===== src/rtl/start_anim_pkg.sv =====
// start_anim_pkg: shared types and geometry for the animated start screen.
// Holds FSM states, ship region codes, base colours and ship box bounds.
package start_anim_pkg;

    typedef enum logic [1:0] {
        FADE_IN,
        SAIL,
        FADE_OUT,
        DONE
    } state_t;

    typedef enum logic [1:0] {
        REG_WHITE,
        REG_GRAY1,
        REG_GRAY2,
        REG_BLACK
    } region_t;

    // 4-bit base colours; the renderer left-justifies them to COLOR_W.
    localparam logic [3:0] WHITE = 4'hD;
    localparam logic [3:0] GRAY1 = 4'h6;
    localparam logic [3:0] GRAY2 = 4'h3;
    localparam logic [3:0] BLACK = 4'h0;

    // Ship bounding box, relative to its top-left corner.
    localparam int BOX_W = 448;
    localparam int BOX_H = 161;

    // Mast / tower.
    localparam int TOWER_Y1 = 31;
    localparam int TOWER_X0 = 161;
    localparam int TOWER_X1 = 255;

    // Bridge.
    localparam int BRIDGE_Y0 = 32;
    localparam int BRIDGE_Y1 = 63;
    localparam int BRIDGE_X0 = 161;
    localparam int BRIDGE_X1 = 319;

    // Upper deck.
    localparam int DECK1_Y0 = 64;
    localparam int DECK1_Y1 = 79;
    localparam int DECK1_X0 = 129;
    localparam int DECK1_X1 = 319;

    // Lower deck.
    localparam int DECK2_Y0 = 80;
    localparam int DECK2_Y1 = 95;
    localparam int DECK2_X0 = 129;
    localparam int DECK2_X1 = 383;

    // Hull is a trapezoid: bow edge rx >= ry/2-48, stern edge rx < 496-ry/2.
    localparam int HULL_Y0    = 96;
    localparam int HULL_Y1    = 160;
    localparam int HULL_BOW   = 48;
    localparam int HULL_STERN = 496;

`ifdef DISPLAY_START_BLINK_EN
    // Prompt bar, relative to a fixed origin at H_ACT_START+BAR_ORG.
    localparam int BAR_ORG  = 256;
    localparam int BAR_Y0   = 176;
    localparam int BAR_Y1   = 191;
    localparam int BAR_X0   = 160;
    localparam int BAR_X1   = 287;
    localparam int BLINK_W  = 5;
`endif

    function automatic logic [3:0] base_of(region_t r);
        logic [3:0] c;
        unique case (r)
            REG_GRAY1: c = GRAY1;
            REG_GRAY2: c = GRAY2;
            REG_BLACK: c = BLACK;
            default:   c = WHITE;
        endcase
        return c;
    endfunction

endpackage


===== src/rtl/start_ship_shape.sv =====
// start_ship_shape: combinational classifier of a ship-relative pixel.
// Ports: rx, ry (signed, relative to box corner) in; region code out.
module start_ship_shape
    import start_anim_pkg::*;
#(
    parameter int W = 18
) (
    input  logic signed [W-1:0] rx,
    input  logic signed [W-1:0] ry,
    output region_t             region
);

    logic signed [W-1:0] half_ry;
    logic                in_box;
    logic                tower;
    logic                bridge;
    logic                deck1;
    logic                deck2;
    logic                hull;

    function automatic logic in_rng(
        input logic signed [W-1:0] v,
        input int                  lo,
        input int                  hi
    );
        return (v >= $signed(W'(lo))) && (v <= $signed(W'(hi)));
    endfunction

    always_comb begin
        // ry is non-negative whenever hull is evaluated, so >>> truncates.
        half_ry = ry >>> 1;
        in_box  = in_rng(rx, 0, BOX_W - 1) && in_rng(ry, 0, BOX_H - 1);

        tower  = in_rng(ry, 0, TOWER_Y1)
              && in_rng(rx, TOWER_X0, TOWER_X1);
        bridge = in_rng(ry, BRIDGE_Y0, BRIDGE_Y1)
              && in_rng(rx, BRIDGE_X0, BRIDGE_X1);
        deck1  = in_rng(ry, DECK1_Y0, DECK1_Y1)
              && in_rng(rx, DECK1_X0, DECK1_X1);
        deck2  = in_rng(ry, DECK2_Y0, DECK2_Y1)
              && in_rng(rx, DECK2_X0, DECK2_X1);
        hull   = in_rng(ry, HULL_Y0, HULL_Y1)
              && (rx >= half_ry - $signed(W'(HULL_BOW)))
              && (rx <  $signed(W'(HULL_STERN)) - half_ry);

        region = REG_WHITE;
        if (in_box) begin
            // Row bands are disjoint, so at most one term is true.
            unique case (1'b1)
                tower:   region = REG_GRAY1;
                bridge:  region = REG_GRAY1;
                deck1:   region = REG_GRAY2;
                deck2:   region = REG_GRAY2;
                hull:    region = REG_BLACK;
                default: region = REG_WHITE;
            endcase
        end
    end

endmodule


===== src/rtl/display_start_anim.sv =====
// display_start_anim: animated start screen (fade in, sail, fade out).
// Ports: clk, rst_n, pix_en, en, h_cnt, v_cnt, start_req in;
//        done, busy, red, green, blue out (colour registered on pix_en).
// Optional macro DISPLAY_START_BLINK_EN adds a blinking prompt bar in SAIL.
module display_start_anim
    import start_anim_pkg::*;
#(
    parameter int CNT_W            = 16,
    parameter int COLOR_W          = 4,
    parameter int H_ACT_START      = 144,
    parameter int H_ACT_END        = 783,
    parameter int V_ACT_START      = 35,
    parameter int V_ACT_END        = 514,
    parameter int SHIP_Y           = 195,
    parameter int SHIP_SPEED       = 2,
    parameter int FADE_STEP_FRAMES = 4
) (
    input  logic               clk,
    input  logic               rst_n,
    input  logic               pix_en,
    input  logic               en,
    input  logic [CNT_W-1:0]   h_cnt,
    input  logic [CNT_W-1:0]   v_cnt,
    input  logic               start_req,
    output logic               done,
    output logic               busy,
    output logic [COLOR_W-1:0] red,
    output logic [COLOR_W-1:0] green,
    output logic [COLOR_W-1:0] blue
);

    localparam int LW = COLOR_W + 1;
    localparam int RW = CNT_W + 2;
    localparam int PW = 2 * COLOR_W + 1;
    localparam int SW = (FADE_STEP_FRAMES > 1)
                      ? $clog2(FADE_STEP_FRAMES) : 1;
    localparam int SAIL_LIMIT = (H_ACT_END - H_ACT_START + 1) - BOX_W;

    localparam logic [LW-1:0]  LVL_MAX   = LW'(1 << COLOR_W);
    localparam logic [SW-1:0]  STEP_LAST = SW'(FADE_STEP_FRAMES - 1);
    localparam logic [CNT_W:0] SHIP_STEP = (CNT_W + 1)'(SHIP_SPEED);
    localparam logic [CNT_W:0] SHIP_LIM  = (CNT_W + 1)'(SAIL_LIMIT);

    state_t             state;
    state_t             state_nx;
    logic [LW-1:0]      level;
    logic [LW-1:0]      level_nx;
    logic [CNT_W-1:0]   ship_x;
    logic [CNT_W-1:0]   ship_nx;
    logic [SW-1:0]      step_cnt;
    logic [SW-1:0]      step_nx;
    logic               step_wrap;
    logic               frame_tick;

    logic               active;
    logic signed [RW-1:0] rx;
    logic signed [RW-1:0] ry;
    region_t            region;
    logic [3:0]         base;
    logic [COLOR_W-1:0] base_s;
    logic [PW-1:0]      prod;
    logic [COLOR_W-1:0] shade;
    logic [COLOR_W-1:0] shade_q;

`ifdef DISPLAY_START_BLINK_EN
    logic [BLINK_W-1:0]   blink_cnt;
    logic [BLINK_W-1:0]   blink_nx;
    logic signed [RW-1:0] bar_rx;
    logic                 bar_hit;
`endif

    assign frame_tick = pix_en && (h_cnt == '0) && (v_cnt == '0);

    // ---------------- next-state ----------------
    always_comb begin
        state_nx  = state;
        level_nx  = level;
        ship_nx   = ship_x;
        step_nx   = step_cnt;
        step_wrap = (step_cnt == STEP_LAST);
        if (pix_en) begin
            unique case (state)
                FADE_IN: begin
                    // start_req beats the SAIL hand-off on the same tick.
                    if (start_req) begin
                        state_nx = FADE_OUT;
                    end else if (frame_tick) begin
                        if (step_wrap) begin
                            step_nx  = '0;
                            level_nx = level + 1'b1;
                            if (level_nx == LVL_MAX) begin
                                state_nx = SAIL;
                            end
                        end else begin
                            step_nx = step_cnt + 1'b1;
                        end
                    end
                end
                SAIL: begin
                    if (start_req) begin
                        state_nx = FADE_OUT;
                    end else if (frame_tick) begin
                        // Wrap before the box could run past the right edge.
                        if ({1'b0, ship_x} + SHIP_STEP >= SHIP_LIM) begin
                            ship_nx = '0;
                        end else begin
                            ship_nx = ship_x + CNT_W'(SHIP_SPEED);
                        end
                    end
                end
                FADE_OUT: begin
                    if (frame_tick) begin
                        if (level == '0) begin
                            state_nx = DONE;
                        end else if (step_wrap) begin
                            step_nx  = '0;
                            level_nx = level - 1'b1;
                            if (level == LW'(1)) begin
                                state_nx = DONE;
                            end
                        end else begin
                            step_nx = step_cnt + 1'b1;
                        end
                    end
                end
                DONE: begin
                end
            endcase
        end
    end

`ifdef DISPLAY_START_BLINK_EN
    always_comb begin
        blink_nx = blink_cnt;
        if (state_nx == SAIL && state != SAIL) begin
            blink_nx = '0;
        end else if (state == SAIL && frame_tick) begin
            blink_nx = blink_cnt + 1'b1;
        end
    end
`endif

    // ---------------- geometry ----------------
    assign rx = $signed({2'b00, h_cnt})
              - $signed(RW'(H_ACT_START))
              - $signed({2'b00, ship_x});
    assign ry = $signed({2'b00, v_cnt})
              - $signed(RW'(SHIP_Y));

    start_ship_shape #(
        .W (RW)
    ) u_shape (
        .rx     (rx),
        .ry     (ry),
        .region (region)
    );

`ifdef DISPLAY_START_BLINK_EN
    assign bar_rx = $signed({2'b00, h_cnt})
                  - $signed(RW'(H_ACT_START + BAR_ORG));
    assign bar_hit = (bar_rx >= $signed(RW'(BAR_X0)))
                  && (bar_rx <= $signed(RW'(BAR_X1)))
                  && (ry >= $signed(RW'(BAR_Y0)))
                  && (ry <= $signed(RW'(BAR_Y1)));
`endif

    // ---------------- colour and fade ----------------
    always_comb begin
        active = (h_cnt >= CNT_W'(H_ACT_START))
              && (h_cnt <= CNT_W'(H_ACT_END))
              && (v_cnt >= CNT_W'(V_ACT_START))
              && (v_cnt <= CNT_W'(V_ACT_END));
        base = base_of(region);
`ifdef DISPLAY_START_BLINK_EN
        if (state == SAIL && bar_hit && !blink_cnt[BLINK_W-1]) begin
            base = GRAY2;
        end
`endif
        // Left-justify the 4-bit base into COLOR_W bits.
        base_s = COLOR_W'({base, {COLOR_W{1'b0}}} >> 4);
        // Full-width product so the shift drops only fraction bits.
        prod   = PW'(base_s) * PW'(level);
        shade  = COLOR_W'(prod >> COLOR_W);
    end

    // ---------------- state and pixel register ----------------
    always_ff @(posedge clk or negedge rst_n) begin
        if (!rst_n) begin
            state    <= FADE_IN;
            level    <= '0;
            ship_x   <= '0;
            step_cnt <= '0;
            shade_q  <= '0;
            done     <= 1'b0;
            busy     <= 1'b0;
        end else if (!en) begin
            state    <= FADE_IN;
            level    <= '0;
            ship_x   <= '0;
            step_cnt <= '0;
            shade_q  <= '0;
            done     <= 1'b0;
            busy     <= 1'b1;
        end else begin
            state    <= state_nx;
            level    <= level_nx;
            ship_x   <= ship_nx;
            step_cnt <= step_nx;
            done     <= (state_nx == DONE) && (state != DONE);
            busy     <= (state_nx != DONE);
            if (pix_en) begin
                shade_q <= (active && state != DONE) ? shade : '0;
            end
        end
    end

`ifdef DISPLAY_START_BLINK_EN
    always_ff @(posedge clk or negedge rst_n) begin
        if (!rst_n) begin
            blink_cnt <= '0;
        end else if (!en) begin
            blink_cnt <= '0;
        end else begin
            blink_cnt <= blink_nx;
        end
    end
`endif

    assign red   = shade_q;
    assign green = shade_q;
    assign blue  = shade_q;

endmodule

===== config.mk =====
export PLATFORM = sky130hd
export DESIGN_NAME = display_start_anim
export DESIGN_NICKNAME = d
export VERILOG_FILES = /design/src/rtl/start_anim_pkg.sv /design/src/rtl/start_ship_shape.sv /design/src/rtl/display_start_anim.sv
export SDC_FILE = /design/constraint.sdc
export NUM_CORES = 1
export LEC_CHECK = 0
export ABC_AREA = 1
export CORE_MARGIN = 5
export CORE_UTILIZATION = 54
export CTS_BUF_LIST = sky130_fd_sc_hd__clkbuf_4
export CTS_CLUSTER_DIAMETER = 80
export CTS_CLUSTER_SIZE = 20
export DETAILED_ROUTE_END_ITERATION = 6
export DONT_BUFFER_PORTS = 1
export PLACE_DENSITY = 0.82
export SETUP_SLACK_MARGIN = 0.02
export SYNTH_ARGS = -nofsm -noshare
export SYNTH_HDL_FRONTEND = slang
export SYNTH_HIERARCHICAL = 1
export SYNTH_SLANG_ARGS = --single-unit

===== constraint.sdc =====
create_clock -name clk -period 5.1 [get_ports clk]
set_input_delay 1.53 -clock clk [delete_from_list [all_inputs] [get_ports clk]]
set_output_delay 1.53 -clock clk [all_outputs]
set_load 0.02 [all_outputs]

; ---- After elaboration in Yosys (flattened, before gate mapping)
; Cells that the tools add are included.
[classes]
n_addsub = 10
order_cmp = 24
reduce_logical = 34
mul = 1
muxes = 43
eq_ne = 22
[ops]
columns = cell, count
row1 = $mux W16, 6
row2 = $ge A17 B8 Y1 const B, 4
row3 = $le A18 B10 Y1 const B, 3
row4 = $mux W5, 8
row5 = $mux W2, 19
row6 = $ge A18 B9 Y1 const B, 2
row7 = $le A17 B8 Y1 const B, 2
row8 = $sub A16 B8 Y17 const B, 2
row9 = $le A16 B10 Y1 const B, 2
row10 = $logic_not A16 Y1, 2
row11 = $logic_and A1 B1 Y1, 25
row12 = $ge A18 B1 Y1 const B, 1
row13 = $ge A18 B18 Y1, 1
row14 = $le A18 B9 Y1 const B, 1
row15 = $lt A18 B18 Y1, 1
row16 = $ne A3 B3 Y1 const B, 6
row17 = $sub A17 B17 Y18, 1
row18 = $add A16 B2 Y17 const B, 1
row19 = $ge A17 B1 Y1 const B, 1
row20 = $ge A17 B7 Y1 const B, 1
row21 = $le A17 B6 Y1 const B, 1
row22 = $le A17 B7 Y1 const B, 1
row23 = $le A17 B9 Y1 const B, 1
row24 = $sub A10 B16 Y17 const A, 1
row25 = other kinds (27), 41
[totals]
reg_bits = 31
input_bits = 37

; ---- Depth between registers and ports, before layout
[logic_depth]
word_depth = 14
ltp_mapped = 43
depth_no_buf = 43

; ---- Hierarchy
; The synthesis kept the hierarchy.
[modules_own_cells]
columns = module, seq_area_each_um2, instances, cells_each, area_each_um2
row1 = display_start_anim, 750.7, 1, 589, 3916.3
row2 = start_ship_shape, 0.0, 1, 325, 1900.6

; ---- Least setup slack after synthesis
; OpenSTA, ideal clock, no wires.
[synth_timing]
kind = input -> register
from = input port h_cnt[4]
to = register shade_q[3], in the netlist blue[3]
t_required_ns = 4.982
setup_time_ns = 0.118
stages = 41
arrival_ns = 7.077
slack_ns = -2.095
n_path_buf = 0
cell_sequence = inv_1 ha_1 nand2_1 nand2_1 nand2_1 nor3_1 xor2_1 ha_1 nand2_1 inv_1 a221oi_1 nand2_1 nand2_1 nand2_1 nand2_1 ha_1 nand2_1 nor2_1 [... 5 more ...] nand3_1 nand3_1 a21oi_1 inv_1 ha_1 nand2_1 inv_1 fa_1 inv_1 fa_1 inv_1 ha_1 nand2_1 a21oi_1 a211oi_1 nand3b_1 nand4_1 nand2_1
[synth_via]
elab_chain_cells = 14
elab_cells_between_ends = 41
cone_classes = 2 x add/sub / 1 x mul / 11 x order compare / 3 x eq/ne / 6 x mux / 18 x reduce/logical
[synth_rtl]
columns = element, line
row1 = start: declaration, display_start_anim.sv:22  ; input logic [CNT_W-1:0] h_cnt,
row2 = $sub A16 B8 Y17 *, display_start_anim.sv:145  ; - $signed(RW'(H_ACT_START))
row3 = $sub A17 B17 Y18 *, display_start_anim.sv:146  ; - $signed({2'b00, ship_x});
row4 = via rx[17], display_start_anim.sv:56  ; logic signed [RW-1:0] rx;
row5 = $ge A18 B9 Y1 (tied with other cells), start_ship_shape.sv:26  ; return (v >= $signed(W'(lo))) && (v <= $signed(W'(hi)));
row6 = $logic_and A1 B1 Y1, start_ship_shape.sv:26
row7 = $logic_and A1 B1 Y1 (on tied branches), --
row8 = $reduce_or A2 Y1 (no source line), --
row9 = $pmux W2 S3, start_ship_shape.sv:49  ; unique case (1'b1)
row10 = $mux W2 *, start_ship_shape.sv:47  ; if (in_box) begin
row11 = via region[1], display_start_anim.sv:58  ; region_t region;
row12 = $eq A2 B2 Y1 or $eq A2 B1 Y1 (tied branches), start_anim_pkg.sv:70  ; unique case (r)
row13 = $pmux W4 S3 *, start_anim_pkg.sv:70
row14 = $mul A4 B5 Y8 *, display_start_anim.sv:182  ; prod = PW'(base_s) * PW'(level);
row15 = $mux W4 *, display_start_anim.sv:212  ; shade_q <= (active && state != DONE) ? shade : '0;
row16 = $mux W4 *, display_start_anim.sv:211  ; if (pix_en) begin
row17 = $mux W4 *, display_start_anim.sv:196  ; end else if (!en) begin
row18 = end signal: assignment, display_start_anim.sv:212
row19 = end: declaration, display_start_anim.sv:63  ; logic [COLOR_W-1:0] shade_q;
; Mark *: on every way through the listed nets, which the timed path passes. The rest lies on a longest branch. The select of a mux whose other input is x is not followed.
; A chain may end at the register's enable or synchronous reset.

; ---- Final worst setup path
[layout_timing]
from = input port h_cnt[4]
to = register shade_q[0], in the netlist blue[0]
; Same word-level chain as after synthesis.

==> impl_results.md <==
* Die width at 114 um
* Routability cong. at 0.978
* EDFF count, synth at 0
* Net Sw Frac at 44.4%
* Outcome: complete, but fails checks
* Hold Buf Count CTS at 0
* Pwr Total at 1.35 mW
* Synth Area in Compound Gates at 8.73%
* Total congestion overflow at 0
* Max-cap viol count at 0
* CTS Buf Count at 5
* Mux cell area share after synthesis at 0%
* Cell area after synthesis at 5820 um^2
* Simple-gate share of the synthesized area at 39.0%
* Worst reg2reg setup slack at -0.70 ns
* Antenna viol nets, final at 0
* Clock net sink count at 30
* Psw at 0.598 mW
* Fraction of registers with async set or reset after synthesis at 100%
* Crit. End Element: flip-flop
* Antenna violations before repair at 0
* Top Ports at 51
* Non-Filler Instances at 1232
* Area after DPL at 7400 um^2
* CTS tree: done
* Clock Power Share at 14.4%
* All-Layer GR Usage at 28.3%
* Fin crit share at 133%
* Initial Util at 55.8%
* Layout cell share with drive strength beyond 1 at 29.9%
* Most frequent cell on the critical path: nand2_1
* H-tree depth at 2
* Top FF cell, synth: dfrtp_1
* Crit. Startpoint: h_cnt[4]
* Synth Area in XOR/XNOR at 10.4%
* Setup_tns at -6.68 ns
* Number of synthesis warnings at 6
* Yosys cell types at 45
* Worst hold margin at 0.528 ns
* Setup WS post-layout at -1.71 ns
* Setup violators final at 4
* Fin crit period at 6.81 ns
* Post-DP HPWL at 14500 um
* Comb pwr share at 65.4%
* First-pass GRT wire length at 30600 um
* FP Rows at 37
* Hold path start: step_cnt[1]
* Final WL at 18900 um
* Worst-case clock skew at 0.0143 ns
* Post-synthesis instance total at 914
* CP Max Fanout at 4
* Post-layout net count at 1214
* Max Freq at 147 MHz
* Final Instance Area at 7860 um^2
* Post-Place Cells at 1210
* P_leak at 4.10 nW
* Synth Area in Adders at 18.4%
* Setup CP Type: in -> reg
* Mapped Avg Cell Area at 6.36 um^2
* Worst skew pair latency at 0.34 ns
* Post-Syn Nets at 1033
* P_int at 0.748 mW
* Pin count of the biggest net entering global routing at 31
* Routed via count at 6721
* Die area at 12900 um^2
* Failing checks: setup timing
* RSZ-0062 raised after global routing: yes
* Die height at 114 um
* Power Density at 171 nW/um^2
* Top cell type's share of synthesized area at 16.3%
* Antenna Cells at 0
* Worst path arrival time at 7.09 ns
* DRC at 0
* Synth Register Bits at 30
* Root Driver: clkbuf_4
* Critical path's slowest cell: fa_1
* Post-synthesis sequential area ratio at 12.9%
* P&R area growth vs syn at 35.1%
* Synth cell count leaders: nand2_1, inv_1, nor2_1
* Startpoint class of the critical path: input port
* Core Region at 10400 um^2
* Worst min path class: reg -> reg
* Synth area leaders: ha_1, nand2_1, dfrtp_1
* Top-count cell post-synth: nand2_1
* Drt wl/cell at 15.3 um
* CP max stage delay at 0.52 ns
* Worst EP required at 5.39 ns
* Main combinational cell family by area after synthesis: simple AND/OR/NAND/NOR gates
* Hold Vio Cnt, Final at 0
* Via density per instance at 5.46
* Worst reg2reg path startpoint: ship_x[1]
* Worst VDD drop at 0.000210 V
* Port bufs at 0
* Sequential share of power at 20.3%
* Max-Slew Margin vs Limit at 60.2%
* Longest Clk Path Bufs at 2
* Clock transition at path regs at 0.11 ns
* Vias in the first global route at 6702
* Drt pass-1 iters at 5
* Slew Viols, Final at 0
* Leading area contributor after synthesis: ha_1
* Initial DRC count at 414
* Slew @ Worst Pin at 0.597 ns
==> cell families (layout without fill, tap and decap cells) <==
family	count (synthesis)	after routing
xor gates and xnor gates	69	69
adders and majority gates	82	82
other	1	1
DFF	30	30
and+or+nand+nor	494	494
buffers and inverters	152	334
AOI/OAI and AO/OA	86	86
==> stage by stage <==
step                      setup WS (ns)  utilization [%]
after floorplan                   -1.58                -
after global placement            -1.87             71.1
after detailed placement          -2.01             71.1
after CTS                         -1.40             73.9
after global routing              -1.97             75.4
final                             -1.71             75.4
==> repair_timing <==
| item | in CTS | in global routing |
|---|---|---|
| pin swaps | 43 | 13 |
| resized for setup | 38 | 25 |
| buffers inserted | 9 | 5 |
| endpoints found under the setup margin | 4 | 4 |
| cloned | 0 | 0 |
==> layout make-up <==
type                       instances  area, um^2
multi-input combinational        732        4870
fill                             763        2560
clock buffer                       5        37.5
timing repair buffer             186        1400
sequential                        30         751
tap                              136         170
clock inverter                     3        40.0
inverter                         140         591
==> sequential cells by signal (all words and copies together), names as in the netlist <==
register	count
done	1
step_cnt	2
level	5
blue	4
state	2
ship_x	15
busy	1
==> power by group through the flow <==
stage          sequential (mW)  clock (mW)  combinational [mW]
2_1_floorplan            0.263           0               0.521
3_3_place_gp             0.274           0               0.756
3_5_place_dp             0.275           0               0.783
4_1_cts                  0.271       0.195               0.824
5_1_grt                  0.274       0.208               0.976
6_report                 0.273       0.193               0.880
==> worst max-delay path, delay by kind of cell <==
kind	cells	cell delay, ns
buffers and inverters	6	0.47
and+or+nand+nor	16	1.60
AOI/OAI and AO/OA	3	0.61
xor gates and xnor gates	2	0.60
adders and majority gates	7	2.28
==> path summary, 6_finish.rpt <==
check / endpoint / cells past startpoint
hold / removal: step_cnt[1] / 2
hold reg to reg: step_cnt[1] / 2
max in group asynchronous: ship_x[4] / 0
min in group asynchronous: level[2] / 0
setup reg to reg: blue[0] / 28
setup / recovery: blue[0] / 34
==> per-layer routing <==
| layer | global-route usage, % | wire (um) |
|---|---|---|
| met5 | 0 | 0 |
| met4 | 9.34 | 797 |
| met3 | 3.87 | 1130 |
| met2 | 53.0 | 9520 |
| met1 | 33.0 | 7420 |
==> cell usage in the layout, fill, tap and decap left out, drive strengths merged, types with 2 or more instances in the layout <==
cell type and count:
a21oi 43, inv 137, o21bai 7, a21o 3, nor2 115, o31ai 2
ha 76, and2 2, or2 5, nand4 30, nand3b 5, fa 6
xnor2 16, buf 186, o211ai 2, clkinv 5, xor2 53, clkbuf 5
nor3 16, a31oi 3, dfrtp 30, o21ai 21, nand2 254, nand3 65
Note: power is estimated with default switching activity, not from simulation.
